===== config.mk =====
export PLATFORM = sky130hd
export DESIGN_NAME = m_control
export DESIGN_NICKNAME = d
export VERILOG_FILES = /design/src/rtl/m_control.sv
export SDC_FILE = /design/constraint.sdc
export NUM_CORES = 1
export LEC_CHECK = 0
export BUFFER_PORTS_ARGS = -buffer_cell sky130_fd_sc_hd__buf_2
export CAP_MARGIN = 0
export CORE_MARGIN = 2
export CORE_UTILIZATION = 55
export DETAILED_ROUTE_END_ITERATION = 8
export GPL_ROUTABILITY_DRIVEN = 1
export GPL_TIMING_DRIVEN = 1
export PLACE_DENSITY = 0.89
export SETUP_SLACK_MARGIN = 0.02
export SLEW_MARGIN = 20
export SYNTH_ARGS = -nofsm -noshare
export SYNTH_HDL_FRONTEND = slang
export SYNTH_SLANG_ARGS = --single-unit

===== constraint.sdc =====
create_clock -name clk -period 2.7 [get_ports clk]
set_input_delay 0.81 -clock clk [delete_from_list [all_inputs] [get_ports clk]]
set_output_delay 0.81 -clock clk [all_outputs]
set_load 0.05 [all_outputs]

===== src/rtl/m_control.sv =====
// M-extension sequencer: drives the multiply/divide datapath mux selects
// and the writeback result-shaping flags for one operation at a time.
`ifndef M_DEFINITIONS_SVH
`define M_DEFINITIONS_SVH
`define MUX_A_LENGTH      2
`define MUX_A_KEEP        2'd0
`define MUX_A_RS1_S       2'd1
`define MUX_A_RS1_U       2'd2
`define MUX_B_LENGTH      2
`define MUX_B_KEEP        2'd0
`define MUX_B_RS2_S       2'd1
`define MUX_B_RS2_U       2'd2
`define MUX_R_LENGTH      3
`define MUX_R_KEEP        3'd0
`define MUX_R_A           3'd1
`define MUX_R_A_NEG       3'd2
`define MUX_R_SUB_KEEP    3'd3
`define MUX_R_MULT_LOWER  3'd4
`define MUX_R_ZERO        3'd5
`define MUX_D_LENGTH      2
`define MUX_D_KEEP        2'd0
`define MUX_D_B           2'd1
`define MUX_D_B_NEG       2'd2
`define MUX_D_SHR         2'd3
`define MUX_Z_LENGTH      2
`define MUX_Z_KEEP        2'd0
`define MUX_Z_ZERO        2'd1
`define MUX_Z_SHL_ADD     2'd2
`define MUX_Z_MULT_UPPER  2'd3
`endif

module m_control #(
   parameter int DIV_ITERS   = 32,
   parameter int MUL_LATENCY = 2
) (
   input  logic                     clk,
   input  logic                     reset,
   input  logic                     start,
   input  logic [2:0]               op,
   input  logic                     rs1_sign,
   input  logic                     rs2_sign,
   input  logic                     rs2_zero,
   input  logic                     rs1_min,
   input  logic                     rs2_ones,
   output logic [`MUX_A_LENGTH-1:0] mux_A,
   output logic [`MUX_B_LENGTH-1:0] mux_B,
   output logic [`MUX_R_LENGTH-1:0] mux_R,
   output logic [`MUX_D_LENGTH-1:0] mux_D,
   output logic [`MUX_Z_LENGTH-1:0] mux_Z,
   output logic                     res_sel,
   output logic                     res_neg,
   output logic [1:0]               res_force,
   output logic                     busy,
   output logic                     done
);

   localparam int CNT_MAX = (DIV_ITERS > MUL_LATENCY) ? DIV_ITERS : MUL_LATENCY;
   localparam int CW      = $clog2(CNT_MAX + 1);
   localparam logic [CW-1:0] DIV_LAST = CW'(DIV_ITERS - 1);
   localparam logic [CW-1:0] MUL_LAST = CW'(MUL_LATENCY - 1);

   typedef enum logic [2:0] {
      S_IDLE,
      S_LOAD,
      S_DIV_ITER,
      S_MUL_WAIT,
      S_SPECIAL,
      S_DONE
   } state_t;

   state_t          state_q, state_d;
   logic [CW-1:0]   cnt_q, cnt_d;
   logic [2:0]      op_q, op_d;
   logic            s1_q, s1_d;
   logic            s2_q, s2_d;
   logic            z_q, z_d;
   logic            mn_q, mn_d;
   logic            on_q, on_d;

   logic            special_in;
   logic            special_q;
   logic [`MUX_A_LENGTH-1:0] a_sel;
   logic [`MUX_B_LENGTH-1:0] b_sel;

   // Divide-by-zero or signed overflow bypass the iterative datapath.
   assign special_in = op[2] & (rs2_zero | (~op[0] & rs1_min & rs2_ones));
   assign special_q  = op_q[2] & (z_q | (~op_q[0] & mn_q & on_q));

   // Operand extension: only MULHU treats rs1 as unsigned, MULHSU/MULHU rs2.
   assign a_sel = (op_q == 3'd3) ? `MUX_A_RS1_U : `MUX_A_RS1_S;
   assign b_sel = op_q[1] ? `MUX_B_RS2_U : `MUX_B_RS2_S;

   // Result shaping derives from latched operands, so it is stable until the next accept.
   always_comb begin
      res_sel   = (op_q == 3'd4) | (op_q == 3'd5) |
                  (op_q == 3'd1) | (op_q == 3'd2) | (op_q == 3'd3);
      res_neg   = 1'b0;
      res_force = 2'd0;
      if (op_q == 3'd4) res_neg = s1_q ^ s2_q;
      if (op_q == 3'd6) res_neg = s1_q;
      if (special_q) begin
         if (z_q) res_force = op_q[1] ? 2'd2 : 2'd1;
         else     res_force = op_q[1] ? 2'd2 : 2'd3;
      end
   end

   assign busy = (state_q != S_IDLE);
   assign done = (state_q == S_DONE);

   // Next-state, counter and mux-select decode.
   always_comb begin
      state_d = state_q;
      cnt_d   = cnt_q;
      op_d    = op_q;
      s1_d    = s1_q;
      s2_d    = s2_q;
      z_d     = z_q;
      mn_d    = mn_q;
      on_d    = on_q;
      mux_A   = `MUX_A_KEEP;
      mux_B   = `MUX_B_KEEP;
      mux_R   = `MUX_R_KEEP;
      mux_D   = `MUX_D_KEEP;
      mux_Z   = `MUX_Z_KEEP;
      unique case (state_q)
         S_IDLE: begin
            if (start) begin
               op_d    = op;
               s1_d    = rs1_sign;
               s2_d    = rs2_sign;
               z_d     = rs2_zero;
               mn_d    = rs1_min;
               on_d    = rs2_ones;
               state_d = special_in ? S_SPECIAL : S_LOAD;
            end
         end
         S_LOAD: begin
            cnt_d = '0;
            if (op_q[2]) begin
               mux_R   = (~op_q[0] & s1_q) ? `MUX_R_A_NEG : `MUX_R_A;
               mux_D   = (~op_q[0] & s2_q) ? `MUX_D_B_NEG : `MUX_D_B;
               mux_Z   = `MUX_Z_ZERO;
               state_d = S_DIV_ITER;
            end else begin
               mux_A   = a_sel;
               mux_B   = b_sel;
               state_d = S_MUL_WAIT;
            end
         end
         S_DIV_ITER: begin
            mux_R = `MUX_R_SUB_KEEP;
            mux_D = `MUX_D_SHR;
            mux_Z = `MUX_Z_SHL_ADD;
            if (cnt_q == DIV_LAST) state_d = S_DONE;
            else                   cnt_d   = cnt_q + CW'(1);
         end
         S_MUL_WAIT: begin
            mux_A = a_sel;
            mux_B = b_sel;
            mux_R = `MUX_R_MULT_LOWER;
            mux_Z = `MUX_Z_MULT_UPPER;
            if (cnt_q == MUL_LAST) state_d = S_DONE;
            else                   cnt_d   = cnt_q + CW'(1);
         end
         S_SPECIAL: state_d = S_DONE;
         S_DONE: begin
            cnt_d   = '0;
            state_d = S_IDLE;
         end
         default: state_d = S_IDLE;
      endcase
   end

   // State, counter and operand-flag registers with synchronous reset.
   always_ff @(posedge clk) begin
      if (reset) begin
         state_q <= S_IDLE;
         cnt_q   <= '0;
         op_q    <= 3'd0;
         s1_q    <= 1'b0;
         s2_q    <= 1'b0;
         z_q     <= 1'b0;
         mn_q    <= 1'b0;
         on_q    <= 1'b0;
      end else begin
         state_q <= state_d;
         cnt_q   <= cnt_d;
         op_q    <= op_d;
         s1_q    <= s1_d;
         s2_q    <= s2_d;
         z_q     <= z_d;
         mn_q    <= mn_d;
         on_q    <= on_d;
      end
   end

endmodule


==> impl_metrics.py, run 1 <==
metrics = {
    "global_routing": {
        "maximum_number_of_pins_on_one_net_before_global_route_repair": 19,
        "first_pass_grt_wire_length_mm": 4.022,
        "grt_pass1_vias": 952,
        "grt_overflow_total": 0,
        "globalRouteTotalUtil_pct": 25.15,
        "grt_antenna_before_repair": 0,
    },
    "setup_path": {
        "crit_path_cell_trace": "nor2b_2 > o21ai_0 > a31oi_1 > buf_2",
        "critical_path.max_stage_delay_ps": 480,
        "cp.arrival_ps": 1700,
        "critPathKind": "reg2out",
        "cell_family_with_most_cp_delay": "flip-flops",
        "setup.worst_path.start": "state_q[2]",
        "worstPathBufferInverterCount": 1,
        "cp_data_required_time_ps": 1890,
        "reg2regPathDepth": 6,
        "crit-reg2reg-launch": "cnt_q[0]",
        "regToRegEndpoint": "state_q[0]",
        "end_kind": "output port",
        "path_depth": 4,
        "cp_max_fo": 14,
        "critical_path.endpoint": "mux_A[0]",
        "timing.critical_path.slowest_stage_cell": "dfxtp_1",
        "reg2reg_slack_ps": 820,
        "worst_setup_sp_type": "register",
    },
    "sta": {
        "hold_viol_final": 0,
        "max_slew.worst_pin.slew_ps": 520.6,
        "final.setup.tns_ps": 0,
        "min_period_over_period_pct": 92.83,
        "max_clock_freq_mhz": 399.0,
        "rsz0062_at_grt": "no",
        "slew_headroom_pct": 65.25,
        "timing.final.max_slew_violations": 0,
        "timing.final.crit_period_ps": 2506,
        "clock_skew_ps": 4.708,
        "finalSetupViolCount": 0,
    },
    "logic_synthesis": {
        "synth.net_count": 161,
        "synthesis.area_per_instance_um2": 7.144,
        "synthesis.yosys.warnings": 0,
        "synth.distinct_cells": 37,
        "synth-edff-count": 0,
        "mappedNetlistArea_um2": 1057,
        "synth_async_sr_flop_share_pct": 0,
        "synth_sequential_area_ratio_pct": 32.19,
        "postSynthCellCount": 148,
        "synth.ff_latch_count": 17,
        "yosys_most_used_dff": "dfxtp_1",
    },
    "worst_hold_path": {
        "hold_path_class": "reg2reg",
    },
    "detailed_routing": {
        "avgRoutedWirePerCell_um": 13.59,
        "pre_repair_dr_iteration_count": 6,
        "routed-wl-met2_mm": 1.232,
        "viasPerCell": 5.965,
        "total_vias_in_the_final_route": 1181,
        "antenna_left": 0,
        "dr_wl_met3_um": 210,
        "highest_layer": "met4",
        "route.detailed.drc": 0,
        "route.final.wire_length_mm": 2.690,
        "drt_first_iter_violations": 22,
        "wl_met1_mm": 1.162,
    },
    "floorplanning": {
        "chipWidth_um": 47.85,
        "starting_utilization_of_the_core_area_pct": 59.93,
        "io-pin-count": 28,
        "die_area_um2": 2289,
        "core-area_um2": 1764,
        "placementRows": 15,
        "vertical_extent_of_the_die_um": 47.85,
    },
    "placement": {
        "postPlaceCellArea_um2": 1199,
        "dp.final_hpwl_mm": 1.978,
        "buffer_ports.inserted": 27,
        "place_congestion": 0.8194,
        "placed_cells": 194,
    },
    "cts": {
        "clock_tree_from_tritoncts": "done",
        "hold_buffers": 0,
        "cts_max_path_buffers": 2,
        "cts_h_tree_depth": 1,
        "clkTransAtPathRegs_ps": 110,
        "post_cts_buffers": 0,
        "clk-insertion-delay-late_ps": 290,
        "cts-root-buf": "clkbuf_4",
        "cts_inserted_buffers": 3,
        "number_of_sinks_on_the_clock_net": 17,
    },
    "power": {
        "total_power_uw": 1307,
        "powerDensity_nw_per_um2": 1063,
        "vdd_ir_drop_max_uv": 604.8,
        "power_leakage_uw": 0.0005084,
    },
    "finish": {
        "utilization_after_layout_pct": 69.72,
        "final_layout_size_suffix_gt1_share_pct": 24.28,
        "finalNonFillerCells": 198,
        "layout.filler_cells": 172,
        "antennaDiodeCount": 0,
        "postLayoutCellArea_um2": 1230,
        "design.final.nets": 187,
        "flow.area_growth_from_synthesis_pct": 16.33,
    },
    "run": {
        "max-cap-violations": 0,
    },
    "status": {
        "status": "finished, final reports clean",
    },
}
==> routing by layer <==
metal	global-route usage (%)	up-vias
met3	5.660	13
met2	39.73	65
met5	0	-
li1	-	565
met1	32.12	538
met4	12.43	0
==> cell families after synthesis <==
logic type | Yosys count | synth area share (%)
buf+inv | 15 | 5.917
xor+xnor | 2 | 1.657
compound gates | 44 | 26.15
simple gates | 68 | 31.72
flops | 17 | 32.19
fa+ha+maj | 2 | 2.366
==> layout make-up <==
cell class                      count  area, um2  share of cell area [%]
Clock buffer                        3      22.52                   1.831
Clock inverter                      1      5.005                  0.4069
Inverter                            8      30.03                   2.442
Multi-Input combinational cell    116      656.9                   53.41
Sequential cell                    17      341.6                   27.77
Tap cell                           25      31.28                   2.543
Timing Repair Buffer               28      142.6                   11.60
==> power breakdown <==
group / total (uW) / switching, uW / internal, uW
clock: 141 / 85.9 / 55.1
combinational: 772 / 561 / 211
sequential: 395 / 90.5 / 304
==> what timing repair did <==
action                     CTS  global route
gates resized for setup      0             2
setup endpoints to repair    0             6
hold endpoints to repair     0             0
==> stage by stage <==
step	worst slack, ps	hold WS (ps)
3_5_place_dp	402.5	481.0
2_1_floorplan	90.00	449.4
5_1_grt	55.14	531.8
6_report	193.5	501.5
3_3_place_gp	439.2	468.9
4_1_cts	68.44	495.7
==> worst min-delay path, stage by stage, from the launching register on <==
cell	delay, ps
dfxtp_1	350
nand2_1	60
a21oi_1	60
==> state kept, by name, summed over array words and instances (netlist names) <==
name     cells
op_q         3
z_q          1
s1_q         1
cnt_q        6
mn_q         1
s2_q         1
state_q      3
on_q         1
==> worst min path at each step <==
stage,from,endpoint,depth (start not counted)
after floorplan,mn_q,mn_q,2
after global placement,mn_q,mn_q,2
after detailed placement,on_q,on_q,2
after CTS,on_q,on_q,2
after global routing,mn_q,mn_q,2
final,on_q,on_q,2
==> cells in the mapped netlist (all sizes together) (2+ instances only) <==
cell type	count	share of area (%)
dfxtp	17	32
a31oi	4	2.4
a211oi	3	3.1
nand2	28	9.9
nor2b	4	2.4
ha	2	2.4
o32ai	2	2.4
xnor2	2	1.7
o21ai	10	4.7
buf	3	1.7
a21oi	21	10
nor3	6	2.8
nor2	13	4.6
nand3	2	0.95
clkbuf	4	1.4
nand2b	3	1.8
and2	2	1.2
and3	2	1.7
inv	8	2.8
nand3b	3	2.5
==> placed cells by master, fill, tap and decap left out, drive strengths merged, types with 4 or more instances in the layout <==
cell type	netlist	final
a21oi	21	21
a31oi	4	4
buf	3	28
dfxtp	17	17
inv	8	8
nand2	28	28
nor2	13	13
nor2b	4	4
nor3	6	6
o21ai	10	10
Power figures use the tool's default switching activity.
==> run 2: changes to the inputs <==
--- a/config.mk
+++ b/config.mk
@@ -14,4 +14,5 @@
 export GPL_TIMING_DRIVEN = 1
+export HOLD_SLACK_MARGIN = 0.03
 export PLACE_DENSITY = 0.89
-export SETUP_SLACK_MARGIN = 0.02
+export SETUP_SLACK_MARGIN = 0.5
 export SLEW_MARGIN = 20
--- a/constraint.sdc
+++ b/constraint.sdc
@@ -3,2 +3,2 @@
 set_output_delay 0.81 -clock clk [all_outputs]
-set_load 0.05 [all_outputs]
+set_load 0.005 [all_outputs]
==> run 2 against run 1 <==
Register-to-register slack improved by 60 ps. Clock skew decreased by 1.4 ps. Combinational power decreased by 29%. First-iteration DRC count increased by 73%. Setup slack improved by 400 ps. Critical endpoint unchanged.
==> impl_metrics.py, run 2 (synthesis results as in run 1) <==
metrics = {
    "status": {
        "status": "finished, final reports clean",
    },
    "detailed_routing": {
        "antenna_left": 0,
        "route.detailed.drc": 0,
        "viasPerCell": 5.693,
        "avgRoutedWirePerCell_um": 12.76,
        "route.final.wire_length_mm": 2.577,
        "pre_repair_dr_iteration_count": 4,
        "drt_first_iter_violations": 38,
        "total_vias_in_the_final_route": 1150,
    },
    "power": {
        "powerDensity_nw_per_um2": 856.1,
        "total_power_uw": 1095,
        "vdd_ir_drop_max_uv": 471.3,
        "power_leakage_uw": 0.0005313,
    },
    "sta": {
        "finalSetupViolCount": 0,
        "min_period_over_period_pct": 78.06,
        "timing.final.max_slew_violations": 0,
        "slew_headroom_pct": 69.37,
        "max_slew.worst_pin.slew_ps": 458.5,
        "rsz0062_at_grt": "yes",
        "clock_skew_ps": 3.276,
        "hold_viol_final": 0,
        "timing.final.crit_period_ps": 2108,
        "max_clock_freq_mhz": 474.4,
        "postLayoutSetupSlackWorst_ps": 592.3,
        "final.setup.tns_ps": 0,
        "finalHoldWorstSlack_ps": 487.3,
    },
    "setup_path": {
        "cp.arrival_ps": 1300,
        "critical_path.endpoint": "mux_A[0]",
        "crit_path_cell_trace": "nor2b_4 > o21ai_1 > a31oi_1 > buf_2",
        "end_kind": "output port",
        "crit-reg2reg-launch": "cnt_q[0]",
        "reg2regPathDepth": 6,
        "cp_data_required_time_ps": 1890,
        "regToRegEndpoint": "cnt_q[4]",
        "reg2reg_slack_ps": 880,
        "critPathKind": "reg2out",
        "worst_setup_sp_type": "register",
        "critical_path.max_stage_delay_ps": 410,
        "cp_max_fo": 8,
        "timing.critical_path.slowest_stage_cell": "dfxtp_4",
        "setup.worst_path.start": "state_q[0]",
    },
    "cts": {
        "number_of_sinks_on_the_clock_net": 17,
        "clkTransAtPathRegs_ps": 110,
        "cts-root-buf": "clkbuf_4",
        "clk-insertion-delay-late_ps": 290,
        "cts_inserted_buffers": 3,
        "cts_h_tree_depth": 1,
        "hold_buffers": 0,
        "cts_max_path_buffers": 2,
        "clock_tree_from_tritoncts": "done",
    },
    "floorplanning": {
        "io-pin-count": 28,
        "die_area_um2": 2289,
        "core-area_um2": 1764,
        "vertical_extent_of_the_die_um": 47.85,
        "placementRows": 15,
        "chipWidth_um": 47.85,
        "starting_utilization_of_the_core_area_pct": 59.93,
    },
    "placement": {
        "pre_cts_ws_ps": 471.9,
        "buffer_ports.inserted": 27,
        "postPlaceCellArea_um2": 1191,
        "place_congestion": 0.8096,
        "dp.final_hpwl_mm": 1.828,
    },
    "finish": {
        "antennaDiodeCount": 0,
        "final_layout_size_suffix_gt1_share_pct": 29.94,
        "final_cell_mix": "nand2_1, buf_2, a21oi_1",
        "layout.filler_cells": 138,
        "design.final.nets": 191,
        "largest_register_ff_count": 6,
        "regs_by_ff_count": "cnt_q (6), op_q (3), state_q (3)",
        "flow.area_growth_from_synthesis_pct": 20.95,
        "largest_register": "cnt_q",
        "postLayoutCellArea_um2": 1279,
        "layout_commonest_cell": "nand2_1",
    },
    "global_routing": {
        "grtUsageMet2_pct": 41.33,
        "grtUsageMet3_pct": 4.528,
        "grt_pass1_vias": 944,
        "grtUsageMet1_pct": 33.64,
        "maximum_number_of_pins_on_one_net_before_global_route_repair": 19,
        "grt_overflow_total": 0,
        "grt_antenna_before_repair": 0,
        "first_pass_grt_wire_length_mm": 4.098,
        "globalRouteTotalUtil_pct": 25.35,
        "most_crowded_layer_after_global_routing": "met2",
    },
    "worst_hold_path": {
        "hold_path_class": "reg2reg",
        "hold-path-cell-count": 2,
    },
    "run": {
        "max-cap-violations": 0,
    },
}
run 2: cell count changes in the layout (fill, tap and decap cells not counted), sizes merged:
cell,previous run,this run
buf,28,31
clkbuf,3,4
run 2: worst max-delay path, delay by kind of cell, from the launching register on:
kind | cells | cell delay, ps
AND/OR/NAND/NOR | 1 | 190
buffers and inverters | 1 | 130
flip-flops | 1 | 410
AO/OA/AOI/OAI | 2 | 270
run 2: worst min path at each step:
stage	start	to	slack (ps)
after global placement	mn_q	mn_q	470
final	on_q	on_q	490
after floorplan	mn_q	mn_q	450
after global routing	on_q	on_q	520
after detailed placement	on_q	on_q	470
after CTS	on_q	on_q	490
run 2: routing by layer:
metal  vias to the layer above  routed length, um
li1                        575                  -
met1                       536               1171
met2                        35               1256
met3                         4                131
met4                         0                 17
met5                         -                  0
run 2: repair_timing:
action                     CTS  global route
resized for setup            9             5
pin swaps                    0             0
hold endpoints to repair     0             0
setup endpoints to repair   10             9
buffers inserted             2             3
run 2: cell type report:
| cell class | count | area (um2) | area share [%] |
|---|---|---|---|
| Multi-Input combinational cell | 116 | 666.9 | 52.15 |
| Sequential cell | 17 | 352.8 | 27.59 |
| Timing Repair Buffer | 32 | 170.2 | 13.31 |
| Tap cell | 25 | 31.28 | 2.446 |
| Inverter | 8 | 30.03 | 2.348 |
| Clock buffer | 3 | 22.52 | 1.761 |
| Clock inverter | 1 | 5.005 | 0.3914 |
run 2: stage by stage:
step / util [%] / instances
after floorplan: - / 148
after global placement: 67.52 / 193
after detailed placement: 67.52 / 193
after CTS: 70.92 / 199
after global routing: 72.48 / 202
final: 72.48 / 202
run 2: report_power, final:
part,internal [uW],total (uW),switching [uW]
sequential,314,402,88.9
combinational,239,549,310
clock,55.2,143,87.7
total,608,1090,487
